===== src/rtl/sim_video_tap_if.sv =====
// Pixel stream bundle: coordinates, data enable and per-channel colour.
// The tap takes a COLRW-wide stream in and drives an 8-bit-per-channel stream out.
interface sim_video_tap_if #(
    parameter int unsigned CORDW = 11,
    parameter int unsigned COLW  = 8
);
    logic [CORDW-1:0] sx;
    logic [CORDW-1:0] sy;
    logic             de;
    logic [COLW-1:0]  r;
    logic [COLW-1:0]  g;
    logic [COLW-1:0]  b;

    modport master (output sx, sy, de, r, g, b);
    modport slave  (input  sx, sy, de, r, g, b);
endinterface


===== src/rtl/sim_video_tap.sv =====
// Pixel-stream output stage feeding the SDL harness: DELAY-deep pipeline, colour
// expansion to 8 bits, blanking, frame-start/frame-count tracking and error flags.
// Optional per-frame CRC-32 signature is built when SIM_VIDEO_TAP_CRC_EN is defined.
module sim_video_tap #(
    parameter int unsigned CORDW = 11,
    parameter int unsigned COLRW = 4,
    parameter int unsigned DELAY = 1,
    parameter int unsigned H_RES = 640,
    parameter int unsigned V_RES = 480
) (
    input  logic                  clk_pix,
    input  logic                  rst_pix,
    sim_video_tap_if.slave        pix,
    sim_video_tap_if.master       sdl,
    output logic                  frame_start,
    output logic [15:0]           frame_count,
    output logic                  frame_err,
    output logic                  coord_err,
    output logic [31:0]           signature,
    output logic                  sig_valid
);
    localparam logic [31:0] FramePix = 32'(H_RES * V_RES);

    typedef struct packed {
        logic             de;
        logic [CORDW-1:0] sx;
        logic [CORDW-1:0] sy;
        logic [7:0]       r;
        logic [7:0]       g;
        logic [7:0]       b;
    } px_t;

    // Replicate the input bits MSB-first until 8 bits are filled.
    function automatic logic [7:0] expand(input logic [COLRW-1:0] c);
        logic [7:0] e;
        e = '0;
        for (int i = 0; i < 8; i++) begin
            e[7-i] = c[COLRW-1-(i % COLRW)];
        end
        return e;
    endfunction

    px_t in_px;
    px_t pre_px;   // sample one stage before the output register
    px_t out_px;
    px_t stage_q [DELAY];
    logic pre_fs;
    logic seen_q;
    logic [31:0] pix_cnt_q;

    // Expand and blank at the input so every stage carries final 8-bit colour.
    always_comb begin
        in_px    = '0;
        in_px.de = pix.de;
        in_px.sx = pix.sx;
        in_px.sy = pix.sy;
        in_px.r  = pix.de ? expand(pix.r) : 8'h00;
        in_px.g  = pix.de ? expand(pix.g) : 8'h00;
        in_px.b  = pix.de ? expand(pix.b) : 8'h00;
    end

    // Delay line: stage 0 samples the inputs, the last stage drives the outputs.
    always_ff @(posedge clk_pix or posedge rst_pix) begin
        if (rst_pix) begin
            for (int i = 0; i < DELAY; i++) stage_q[i] <= '0;
        end else begin
            stage_q[0] <= in_px;
            for (int i = 1; i < DELAY; i++) stage_q[i] <= stage_q[i-1];
        end
    end

    // Frame-start is decoded one stage early so it registers alongside pixel (0,0).
    generate
        if (DELAY == 1) begin : g_pre_in
            assign pre_px = in_px;
        end else begin : g_pre_stage
            assign pre_px = stage_q[DELAY-2];
        end
    endgenerate

    assign out_px = stage_q[DELAY-1];
    assign pre_fs = pre_px.de && (pre_px.sx == '0) && (pre_px.sy == '0);

    assign sdl.de = out_px.de;
    assign sdl.sx = out_px.sx;
    assign sdl.sy = out_px.sy;
    assign sdl.r  = out_px.r;
    assign sdl.g  = out_px.g;
    assign sdl.b  = out_px.b;

    // Frame-start flag and frame counter, aligned with the (0,0) output cycle.
    always_ff @(posedge clk_pix or posedge rst_pix) begin
        if (rst_pix) begin
            frame_start <= 1'b0;
            frame_count <= 16'h0000;
        end else begin
            frame_start <= pre_fs;
            if (pre_fs) frame_count <= frame_count + 16'd1;
        end
    end

    // Pixel count per frame; the first frame after reset is never checked.
    always_ff @(posedge clk_pix or posedge rst_pix) begin
        if (rst_pix) begin
            seen_q    <= 1'b0;
            pix_cnt_q <= 32'd0;
            frame_err <= 1'b0;
        end else if (frame_start) begin
            if (seen_q && (pix_cnt_q != FramePix)) frame_err <= 1'b1;
            pix_cnt_q <= 32'd1;
            seen_q    <= 1'b1;
        end else if (out_px.de) begin
            pix_cnt_q <= pix_cnt_q + 32'd1;
        end
    end

    // Out-of-range coordinate with de=1, caught as the input is sampled; sticky.
    always_ff @(posedge clk_pix or posedge rst_pix) begin
        if (rst_pix) begin
            coord_err <= 1'b0;
        end else if (pix.de && ((32'(pix.sx) >= H_RES) || (32'(pix.sy) >= V_RES))) begin
            coord_err <= 1'b1;
        end
    end

`ifdef SIM_VIDEO_TAP_CRC_EN
    localparam logic [31:0] CrcPoly = 32'h04C1_1DB7;
    localparam logic [31:0] CrcInit = 32'hFFFF_FFFF;

    // CRC-32, MSB-first, folding 24 bits {r,g,b}.
    function automatic logic [31:0] crc_px(input logic [31:0] c, input logic [23:0] d);
        logic [31:0] x;
        x = c;
        for (int i = 23; i >= 0; i--) begin
            if (x[31] ^ d[i]) x = {x[30:0], 1'b0} ^ CrcPoly;
            else              x = {x[30:0], 1'b0};
        end
        return x;
    endfunction

    logic [31:0] crc_q;

    // Publish the finished frame's CRC on each frame start, then restart with (0,0).
    always_ff @(posedge clk_pix or posedge rst_pix) begin
        if (rst_pix) begin
            crc_q     <= CrcInit;
            signature <= 32'h0;
            sig_valid <= 1'b0;
        end else if (frame_start) begin
            if (seen_q) begin
                signature <= crc_q;
                sig_valid <= 1'b1;
            end else begin
                sig_valid <= 1'b0;
            end
            crc_q <= crc_px(CrcInit, {out_px.r, out_px.g, out_px.b});
        end else begin
            sig_valid <= 1'b0;
            if (out_px.de) crc_q <= crc_px(crc_q, {out_px.r, out_px.g, out_px.b});
        end
    end
`else
    assign signature = 32'h0;
    assign sig_valid = 1'b0;
`endif

endmodule


===== src/flat_wrapper.sv =====
// flat-port wrapper written by rule: the top's interface ports become plain ports
module sim_video_tap_flat 
#(
    parameter int unsigned CORDW = 11,
    parameter int unsigned COLRW = 4,
    parameter int unsigned DELAY = 1,
    parameter int unsigned H_RES = 640,
    parameter int unsigned V_RES = 480
)
  (clk_pix, rst_pix, frame_start, frame_count, frame_err, coord_err, signature, sig_valid, pix_sx, pix_sy, pix_de, pix_r, pix_g, pix_b, sdl_sx, sdl_sy, sdl_de, sdl_r, sdl_g, sdl_b);
  sim_video_tap_if #(.CORDW(CORDW), .COLW(4)) pix_i ();
  sim_video_tap_if #(.CORDW(CORDW), .COLW(8)) sdl_i ();
  input  logic clk_pix;
  input  logic rst_pix;
  output logic frame_start;
  output logic [15:0] frame_count;
  output logic frame_err;
  output logic coord_err;
  output logic [31:0] signature;
  output logic sig_valid;
  input wire logic [$bits(pix_i.sx)-1:0] pix_sx;
  input wire logic [$bits(pix_i.sy)-1:0] pix_sy;
  input wire logic [$bits(pix_i.de)-1:0] pix_de;
  input wire logic [$bits(pix_i.r)-1:0] pix_r;
  input wire logic [$bits(pix_i.g)-1:0] pix_g;
  input wire logic [$bits(pix_i.b)-1:0] pix_b;
  output wire logic [$bits(sdl_i.sx)-1:0] sdl_sx;
  output wire logic [$bits(sdl_i.sy)-1:0] sdl_sy;
  output wire logic [$bits(sdl_i.de)-1:0] sdl_de;
  output wire logic [$bits(sdl_i.r)-1:0] sdl_r;
  output wire logic [$bits(sdl_i.g)-1:0] sdl_g;
  output wire logic [$bits(sdl_i.b)-1:0] sdl_b;
  assign pix_i.sx = pix_sx;
  assign pix_i.sy = pix_sy;
  assign pix_i.de = pix_de;
  assign pix_i.r = pix_r;
  assign pix_i.g = pix_g;
  assign pix_i.b = pix_b;
  assign sdl_sx = sdl_i.sx;
  assign sdl_sy = sdl_i.sy;
  assign sdl_de = sdl_i.de;
  assign sdl_r = sdl_i.r;
  assign sdl_g = sdl_i.g;
  assign sdl_b = sdl_i.b;
  sim_video_tap #(.CORDW(CORDW), .COLRW(COLRW), .DELAY(DELAY), .H_RES(H_RES), .V_RES(V_RES)) u_core (.clk_pix(clk_pix), .rst_pix(rst_pix), .pix(pix_i), .sdl(sdl_i), .frame_start(frame_start), .frame_count(frame_count), .frame_err(frame_err), .coord_err(coord_err), .signature(signature), .sig_valid(sig_valid));
endmodule

===== config.mk =====
export PLATFORM = sky130hd
export DESIGN_NAME = sim_video_tap_flat
export DESIGN_NICKNAME = d
export VERILOG_FILES = /design/src/rtl/sim_video_tap_if.sv /design/src/rtl/sim_video_tap.sv /design/src/flat_wrapper.sv
export SDC_FILE = /design/constraint.sdc
export NUM_CORES = 1
export LEC_CHECK = 0
export ABC_AREA = 0
export BUFFER_PORTS_ARGS = -buffer_cell sky130_fd_sc_hd__buf_2
export CAP_MARGIN = 15
export CORE_ASPECT_RATIO = 1.2
export CORE_MARGIN = 3
export CORE_UTILIZATION = 47
export CTS_BUF_LIST = sky130_fd_sc_hd__clkbuf_4
export CTS_CLUSTER_SIZE = 12
export DETAILED_ROUTE_END_ITERATION = 7
export GPL_TIMING_DRIVEN = 0
export HOLD_SLACK_MARGIN = 0.05
export PLACE_DENSITY = 0.84
export RECOVER_POWER = 25
export SLEW_MARGIN = 20
export SYNTH_ARGS = -nofsm -noshare
export SYNTH_HDL_FRONTEND = slang
export SYNTH_SLANG_ARGS = --single-unit

===== constraint.sdc =====
create_clock -name clk_pix -period 2.15 [get_ports clk_pix]
set_input_delay 0.1075 -clock clk_pix [delete_from_list [all_inputs] [get_ports clk_pix]]
set_output_delay 0.1075 -clock clk_pix [all_outputs]
set_load 0.01 [all_outputs]

==> After elaboration in Yosys (flattened, before gate mapping) <==
Index checks and enable logic that the tools add are counted.
{ "totals": {"regBits": 99, "inputBits": 37, "out_inout_bits": 99, "word_cells": 31} }
{ "op_classes": {"n_addsub": 2, "magnitude_cmp": 2, "eq_ne": 1, "mux": 5, "n_reduce_logical": 9} }
{ "ops": {"columns": ["op", "count"], "rows": [
  ["2-to-1 mux 32 bit", 2],
  ["adder 32 x 1 -> 32 bit (second input constant)", 1],
  ["inequality test 32 x 19 -> 1 bit (second input constant)", 1],
  ["2-to-1 mux 8 bit", 3],
  ["zero test 11 bit", 2],
  ["adder 16 x 1 -> 16 bit (second input constant)", 1],
  ["greater-or-equal comparator 11 x 10 -> 1 bit (second input constant)", 1],
  ["greater-or-equal comparator 11 x 9 -> 1 bit (second input constant)", 1],
  ["logical AND 1 bit", 4],
  ["AND reduction 2 bit", 1],
  ["nonzero test 2 bit", 1],
  ["logical OR 1 bit", 1]
]} }

==> Logic depth before layout (Yosys ltp) <==
Gate-level depths: netlist of run 1.
{ "logic_depth": {"depth_word": 3, "depth_mapped": 7, "ltp_nobuf": 6} }

==> Worst setup path before layout of run 1 <==
OpenSTA, ideal clock, no wires.
{ "synth_path": {"path_kind": "flip-flop to flip-flop", "start": "register u_core.pix_cnt_q[0]", "end": "register u_core.pix_cnt_q[20]", "setup_ps": 125, "arrival_ps": 1906, "t_required_ps": 2025, "setup_slack_ps": 119, "stages_incl_launch_ff": 8, "path_buffers": 2, "synth_period_minus_slack_ps": 2031, "cell_sequence": "dfrtp_1 -> ha_1 -> o2111ai_1 -> or3_1 -> clkbuf_1 -> buf_2 -> nor3b_1 -> mux2_2"} }
{ "synth_between": {"elab_chain_cells": 3} }
{ "synth_rtl": {"columns": ["element", "line", "text"], "rows": [
  ["start: declaration", "sim_video_tap.sv:49", "logic [31:0] pix_cnt_q;"],
  ["start signal: assignment", "sim_video_tap.sv:113", "pix_cnt_q <= pix_cnt_q + 32'd1;"],
  ["adder 32 x 1 -> 32 bit", "sim_video_tap.sv:113", null],
  ["2-to-1 mux 32 bit", "sim_video_tap.sv:112", "end else if (out_px.de) begin"],
  ["2-to-1 mux 32 bit", "sim_video_tap.sv:108", "end else if (frame_start) begin"]
]} }
No other way between the ends. The select of a mux whose other input is x is not followed.
A chain may end at the register's enable or synchronous reset.

==> Final worst setup path of run 1 <==
{ "layout_path": {"start": "register u_core.stage_q, in the netlist u_core.sdl.de", "end": "register u_core.pix_cnt_q[21]"} }
{ "layout_between": {"elab_chain_cells": 1} }
{ "layout_rtl": {"columns": ["element", "line", "text"], "rows": [
  ["start: declaration", "sim_video_tap.sv:46", "px_t stage_q [DELAY];"],
  ["nonzero test 2 bit (no source line)", null, null]
]} }
No other way between the ends.

==> flow_summary_export.csv, run 1 <==
group,metric,value,unit
sta,worst_pin_slew,0.8653,ns
critical_path,crit_path_max_incr_delay,0.49,ns
sta,max_freq,489.6,MHz
routing,wl_per_cell,15.03,um
power_and_ir_drop,p_per_area,619.0,nW/um^2
clocking,clk-insertion-delay-late,0.43,ns
final_layout,multiInputGateArea,1593,um^2
final_layout,antenna_cells,0,
die,die_h,107.8,um
yosys,synth_area,4056,um^2
sta,setup_viol,0,
clocking,clk_pin_slew,0.14,ns
die,die_area,9786,um^2
sta,tns,0,ns
clocking,clock_path_buffers,2,
clocking,cts_max_level,3,
critical_path,crit_chain,"clkbuf_4 -> o2111ai_4 -> or3_4 -> buf_4 -> or4_1 -> a21oi_1",
global_routing,grt_max_degree,38,
global_routing,antenna_found_initial,0,
critical_path,crit_required,2.51,ns
sta,relSlewSlack,0.4232,
global_routing,grtUsageTotal,0.2109,
yosys,async_flop_share,1.000,
min_path,hp-class,"in -> async",
routing,first_iter_violations,272,
global_routing,overflow,0,
critical_path,critPathKind,"reg -> reg",
clocking,root_buffer,"clkbuf_4",
die,core-area,8243,um^2
critical_path,path_delay_family,"simple AND/OR/NAND/NOR gates",
routing,detail-route-antenna-nets,0,
sta,slew_violations,0,
sta,whs,0.2867,ns
routing,routed_via_density,5.121,
routing,wl,10.21,mm
final_layout,synthToLayoutAreaGrowth,32.45,%
global_routing,grt_pass1_wl,16.65,mm
routing,drcViolationCount,0,
yosys,synth-seq-area-share,0.5367,
clocking,tritoncts,"yes",
critical_path,endpoint_kind,"flop",
yosys,synthCells,377,
yosys,ys_ff_latch,87,
yosys,synth_cell_types,41,
power_and_ir_drop,combPwrFrac,0.174,
global_routing,grt_pass1_vias,3497,
final_layout,regArea,2178,um^2
final_layout,fill_cells,637,
yosys,synth_edf_count,0,
sta,rsz0062_at_grt,"no",
power_and_ir_drop,power.switching,0.0009584,W
power_and_ir_drop,peakVddDrop,0.0005048,V
placement,routabilityCongestion,0.8614,
power_and_ir_drop,p_int,0.002367,W
die,pin_count,136,
critical_path,crit_buf_inv,2,
clocking,clock_sinks,87,
job,maxCapViolCount,0,
power_and_ir_drop,seqPwrFrac,0.548,
die,die_w,90.81,um
yosys,syn_area_per_cell,10.76,um^2
final_layout,final_core_util,0.6518,
yosys,yosys_warnings,0,
critical_path,worstPathArrival,2.40,ns
clocking,numCtsBuffers,9,
routing,dr.pass1.iters,4,
critical_path,cp-start-kind,"flop",
placement,dpl.hpwl,6.866,mm
sta,fin_worst_skew,0.01977,ns
critical_path,crit_slowest_cell,"or4_1",
final_layout,finalNetCount,601,
sta,finalCritPeriodShare,0.9499,
die,rows,36,
yosys,ys.flop_type,"dfrtp_1",
status,outcome,"finished, final reports clean",
sta,finalHoldViolCount,0,
placement,portBuffers,102,
sta,min_period,2.042,ns
routing,vias,3477,
power_and_ir_drop,power_leakage,2.643,nW
power_and_ir_drop,switching_share,0.2882,
power_and_ir_drop,clock_power_share,0.278,
die,initial_core_util,0.4921,
final_layout,drive_above_1_share,0.3009,
critical_path,cp_max_fo,8,
-- worst register-to-register path, cell delays in order, from the launching register on --
cell and delay (ns):
dfrtp_1 0.37, clkbuf_4 0.20, o2111ai_4 0.19, or3_4 0.41, buf_4 0.15, or4_1 0.49
a21oi_1 0.16
-- repair_timing --
action / in CTS / in global routing
endpoints found under the setup margin: 8 / 7
hold endpoints to repair: 123 / 0
pin swaps: 0 / 3
setup buffers: 2 / 1
gates resized for setup: 3 / 7
hold buffers: 36 / 0
-- through the flow --
step | area, um^2 | setup slack, ns | total power, W | cells
after floorplan | 4180 | 0.1190 | 0.002161 | 409
after global placement | 4833 | -0.09609 | 0.002292 | 625
after detailed placement | 4873 | -0.1481 | 0.002322 | 627
after CTS | 5390 | 0.03395 | 0.003306 | 679
after global routing | 5373 | 0.01059 | 0.003480 | 679
final | 5373 | 0.1077 | 0.003325 | 679
-- logic make-up (layout without fill, tap and decap cells) --
group | Yosys count | in the layout | synth area share
AOI/OAI and AO/OA | 38 | 38 | 0.06107
buffers and inverters | 70 | 226 | 0.1092
xor gates and xnor gates | 27 | 27 | 0.05830
adders and majority gates | 3 | 3 | 0.009255
DFF | 87 | 87 | 0.5367
other | 1 | 33 | 0.0009245
muxes | 5 | 5 | 0.01357
and+or+nand+nor | 146 | 146 | 0.2110
-- flip-flops by register name, summed over array words and instances, names as in the netlist --
signal              cells
u_core.frame_start      1
u_core.sdl.de           1
u_core.seen_q           1
u_core.frame_count     16
u_core.coord_err        1
u_core.sdl.g            4
u_core.sdl.sy          11
u_core.sdl.r            4
u_core.sdl.b            4
u_core.frame_err        1
u_core.pix_cnt_q       32
u_core.sdl.sx          11
-- cells in the mapped netlist (all sizes together), types with 3 or more instances --
| master | n | share of area |
|---|---|---|
| a21oi | 16 | 0.020 |
| and2 | 13 | 0.020 |
| and3 | 6 | 0.0093 |
| and4 | 3 | 0.0065 |
| buf | 49 | 0.089 |
| clkbuf | 12 | 0.011 |
| dfrtp | 87 | 0.54 |
| ha | 3 | 0.0093 |
| inv | 9 | 0.0083 |
| mux2 | 4 | 0.011 |
| nand2 | 19 | 0.018 |
| nand3 | 11 | 0.014 |
| nand4 | 16 | 0.028 |
| nor2 | 19 | 0.018 |
| nor2b | 3 | 0.0046 |
| nor3 | 6 | 0.0074 |
| nor3b | 3 | 0.0056 |
| nor4 | 21 | 0.032 |
| nor4b | 3 | 0.0065 |
| o21ai | 4 | 0.0049 |
| o31ai | 13 | 0.024 |
| or3 | 6 | 0.011 |
| or4 | 14 | 0.026 |
| xnor2 | 7 | 0.015 |
| xor2 | 20 | 0.043 |
-- routing by layer --
metal / part of all wire / GRT usage / up-vias
li1: - / - / 1632
met1: 0.37 / 0.2365 / 1667
met2: 0.55 / 0.3975 / 150
met3: 0.054 / 0.03287 / 28
met4: 0.028 / 0.08621 / 0
met5: 0 / 0 / -
-- power by group through the flow --
stage	Sequential, W	Combinational (W)	Clock, W
4_1_cts	0.00181	0.000565	0.000929
3_5_place_dp	0.00186	0.000460	0
2_1_floorplan	0.00186	0.000298	0
6_report	0.00182	0.000579	0.000923
3_3_place_gp	0.00186	0.000436	0
5_1_grt	0.00184	0.000645	0.000998
-- area by class of cell --
cell class | count | area share
sequential | 87 | 0.4054
inverter | 9 | 0.006521
timing repair buffer | 143 | 0.1639
multi-input combinational | 252 | 0.2965
tap | 114 | 0.02655
clock buffer | 9 | 0.01258
buffer | 59 | 0.07569
clock inverter | 6 | 0.01281
-- final timing paths --
kind | startpoint | to | slack, ns | cells past startpoint
worst min register to register | u_core.coord_err | u_core.coord_err | 0.47 | 1
max in group asynchronous | rst_pix | u_core.pix_cnt_q[0] | 0.57 | 4
min in group clk_pix | pix_sx[6] | u_core.sdl.sx[6] | 0.31 | 2
worst max-delay path | u_core.sdl.de | u_core.pix_cnt_q[21] | 0.11 | 6
worst min-delay path | rst_pix | u_core.sdl.g[6] | 0.29 | 3
worst max register to register | u_core.sdl.de | u_core.pix_cnt_q[21] | 0.11 | 6
-- layout by cell type, fill, tap and decap left out, drive strengths merged, types with 2 or more instances in the layout --
cell | synthesis | final
and3 | 6 | 6
nand2 | 19 | 19
nor3b | 3 | 3
dfrtp | 87 | 87
or4 | 14 | 14
ha | 3 | 3
clkinv | 0 | 3
nand3 | 11 | 11
o31ai | 13 | 13
xnor2 | 7 | 7
xor2 | 20 | 20
dlygate4sd3 | 0 | 36
or3 | 6 | 6
and2 | 13 | 13
nor2 | 19 | 19
mux2 | 4 | 4
nor4 | 21 | 21
nand4 | 16 | 16
and4 | 3 | 3
o21ai | 4 | 4
nor4b | 3 | 3
o2111ai | 2 | 2
inv | 9 | 10
nor3 | 6 | 6
nor2b | 3 | 3
conb | 1 | 33
clkbuf | 12 | 40
buf | 49 | 135
nand2b | 2 | 2
a21oi | 16 | 16
(Power assumes the default switching activity.)
==> run 2, diff against run 1 <==
--- a/config.mk
+++ b/config.mk
@@ -10,13 +10,13 @@
 export CAP_MARGIN = 15
 export CORE_ASPECT_RATIO = 1.2
 export CORE_MARGIN = 3
-export CORE_UTILIZATION = 47
+export CORE_UTILIZATION = 55
 export CTS_BUF_LIST = sky130_fd_sc_hd__clkbuf_4
 export CTS_CLUSTER_SIZE = 12
 export DETAILED_ROUTE_END_ITERATION = 7
 export GPL_TIMING_DRIVEN = 0
 export HOLD_SLACK_MARGIN = 0.05
-export PLACE_DENSITY = 0.84
+export PLACE_DENSITY = 0.92
 export RECOVER_POWER = 25
 export SLEW_MARGIN = 20
 export SYNTH_ARGS = -nofsm -noshare
==> constraint.sdc (replaced) <==
create_clock -name clk_pix -period 2.4 [get_ports clk_pix]
set_input_delay 0.12 -clock clk_pix [delete_from_list [all_inputs] [get_ports clk_pix]]
set_output_delay 0.12 -clock clk_pix [all_outputs]
set_load 0.01 [all_outputs]
==> flow_summary_export.csv, run 2 (synthesis results as in run 1) <==
group,metric,value,unit
clocking,clock_sinks,87,
routing,wl_per_cell,18.27,um
routing,first_iter_violations,349,
global_routing,grt_max_degree,50,
power_and_ir_drop,power_leakage,2.625,nW
routing,wl,11.91,mm
status,outcome,"finished, violations left",
global_routing,antenna_found_initial,0,
sta,worst_pin_slew,1.836,ns
power_and_ir_drop,p_per_area,557.5,nW/um^2
final_layout,top_register,"u_core.pix_cnt_q",
critical_path,worstPathArrival,2.68,ns
final_layout,synthToLayoutAreaGrowth,30.51,%
critical_path,path_delay_family,"simple AND/OR/NAND/NOR gates",
critical_path,crit_chain,"ha_1 -> o2111ai_1 -> or3_1 -> buf_4 -> nor3b_1 -> mux2_2",
critical_path,crit_buf_inv,1,
sta,fin_worst_skew,0.02761,ns
final_layout,largest_register_ff_count,32,
sta,relSlewSlack,-0.2307,
critical_path,crit_required,2.77,ns
clocking,cts_max_level,3,
die,die_area,8446,um^2
die,die_w,84.40,um
sta,finalCritPeriodShare,0.9627,
final_layout,top_regs,"u_core.pix_cnt_q (32), u_core.frame_count (16)",
final_layout,mostFrequentLayoutCells,"dfrtp_1, buf_2, buf_4",
clocking,tritoncts,"yes",
clocking,root_buffer,"clkbuf_4",
critical_path,endpoint_kind,"flop",
routing,vias,3698,
final_layout,antenna_cells,0,
die,die_h,100.1,um
final_layout,finalNetCount,600,
clocking,clock_path_buffers,2,
power_and_ir_drop,peakVddDrop,0.0004024,V
sta,slew_violations,39,
clocking,clk-insertion-delay-late,0.46,ns
critical_path,cp-start-kind,"flop",
routing,dr.pass1.iters,7,
critical_path,critPathKind,"reg -> reg",
job,maxCapViolCount,1,
sta,whs,0.3271,ns
global_routing,grt_pass1_vias,3881,
critical_path,crit_slowest_cell,"or3_1",
critical_path,cp_max_fo,10,
die,core-area,6978,um^2
sta,max_freq,432.8,MHz
sta,min_period,2.310,ns
global_routing,grtUsageTotal,0.2871,
final_layout,final_cells,652,
placement,dpl.hpwl,7.251,mm
placement,placed_cells,599,
clocking,numCtsBuffers,9,
die,rows,33,
critical_path,r2r_slack,0.09,ns
status,violations,"capacitance limit, slew limit",
routing,detail-route-antenna-nets,0,
global_routing,overflow,0,
routing,routed_via_density,5.672,
placement,routabilityCongestion,0.9236,
routing,drcViolationCount,0,
placement,portBuffers,102,
clocking,clk_pin_slew,0.15,ns
critical_path,crit_path_max_incr_delay,0.50,ns
min_path,hp-class,"in -> reg",
sta,finalHoldViolCount,0,
final_layout,layout_commonest_cell,"dfrtp_1",
final_layout,drive_above_1_share,0.2867,
die,initial_core_util,0.5813,
global_routing,grt_pass1_wl,18.77,mm
die,pin_count,136,
sta,setup_viol,0,
run 2: changes by cell type in the layout (fill, tap and decap cells not counted), moves of 2 or more:
cell / delta
buf_2: -4
clkinv_4: -2
clkbuf_1: +5
clkinv_2: +2
inv_6: +2
run 2: final cells by class:
class,count,area [um^2]
inverter,9,35.03
clock inverter,7,52.55
fill,451,1684
timing repair buffer,141,885.9
clock buffer,9,67.56
buffer,60,407.9
multi-input combinational,252,1556
tap,87,108.9
sequential,87,2180
run 2: routing by layer:
metal	part of all wire	global-route usage
met5	0	0
met3	0.073	0.06322
met2	0.55	0.5346
met1	0.33	0.2921
met4	0.055	0.1693
run 2: worst paths after layout:
path | startpoint | endpoint | cells after the start
max reg2reg | u_core.pix_cnt_q[0] | u_core.pix_cnt_q[20] | 6
min reg2reg | u_core.seen_q | u_core.seen_q | 1
max | u_core.pix_cnt_q[0] | u_core.pix_cnt_q[20] | 6
min in group asynchronous | rst_pix | u_core.sdl.g[4] | 3
min | pix_sx[5] | u_core.sdl.sx[5] | 2
max in group asynchronous | rst_pix | u_core.pix_cnt_q[1] | 4
run 2: worst reg2reg max path: cells and delay by family, from the launching register on:
kind                     cells  cell delay, ns
AO/OA/AOI/OAI                1            0.21
adder cells (fa/ha/maj)      1            0.20
buffers and inverters        1            0.24
flip-flops                   1            0.44
multiplexers                 1            0.36
AND/OR/NAND/NOR              2            0.76
run 2: power by group:
group          internal [W]  leakage, nW  switching [W]  total (W)
combinational      0.000246         1.43       0.000267   0.000513
sequential          0.00155         1.13      0.0000938    0.00165
clock              0.000224       0.0675       0.000566   0.000790
run 2: what timing repair did:
item,in CTS,in global routing
endpoints found under the hold margin,74,0
setup endpoints to repair,0,2
hold buffers,36,0
gates resized for setup,0,4
buffers inserted,0,2
run 2: through the flow:
step                area [um^2]    util  TNS (ns)  power [W]  setup WS, ns
detailed placement         4826  0.6916         0   0.002085       0.07432
global placement           4796  0.6873    -67.99   0.002052       -0.7849
CTS                        5306  0.7604         0   0.002869       0.05877
floorplan                  4177       -         0   0.001936       0.02980
finish                     5294  0.7587         0   0.002951       0.08962
global route               5294  0.7587  -0.05658   0.003074      -0.05658
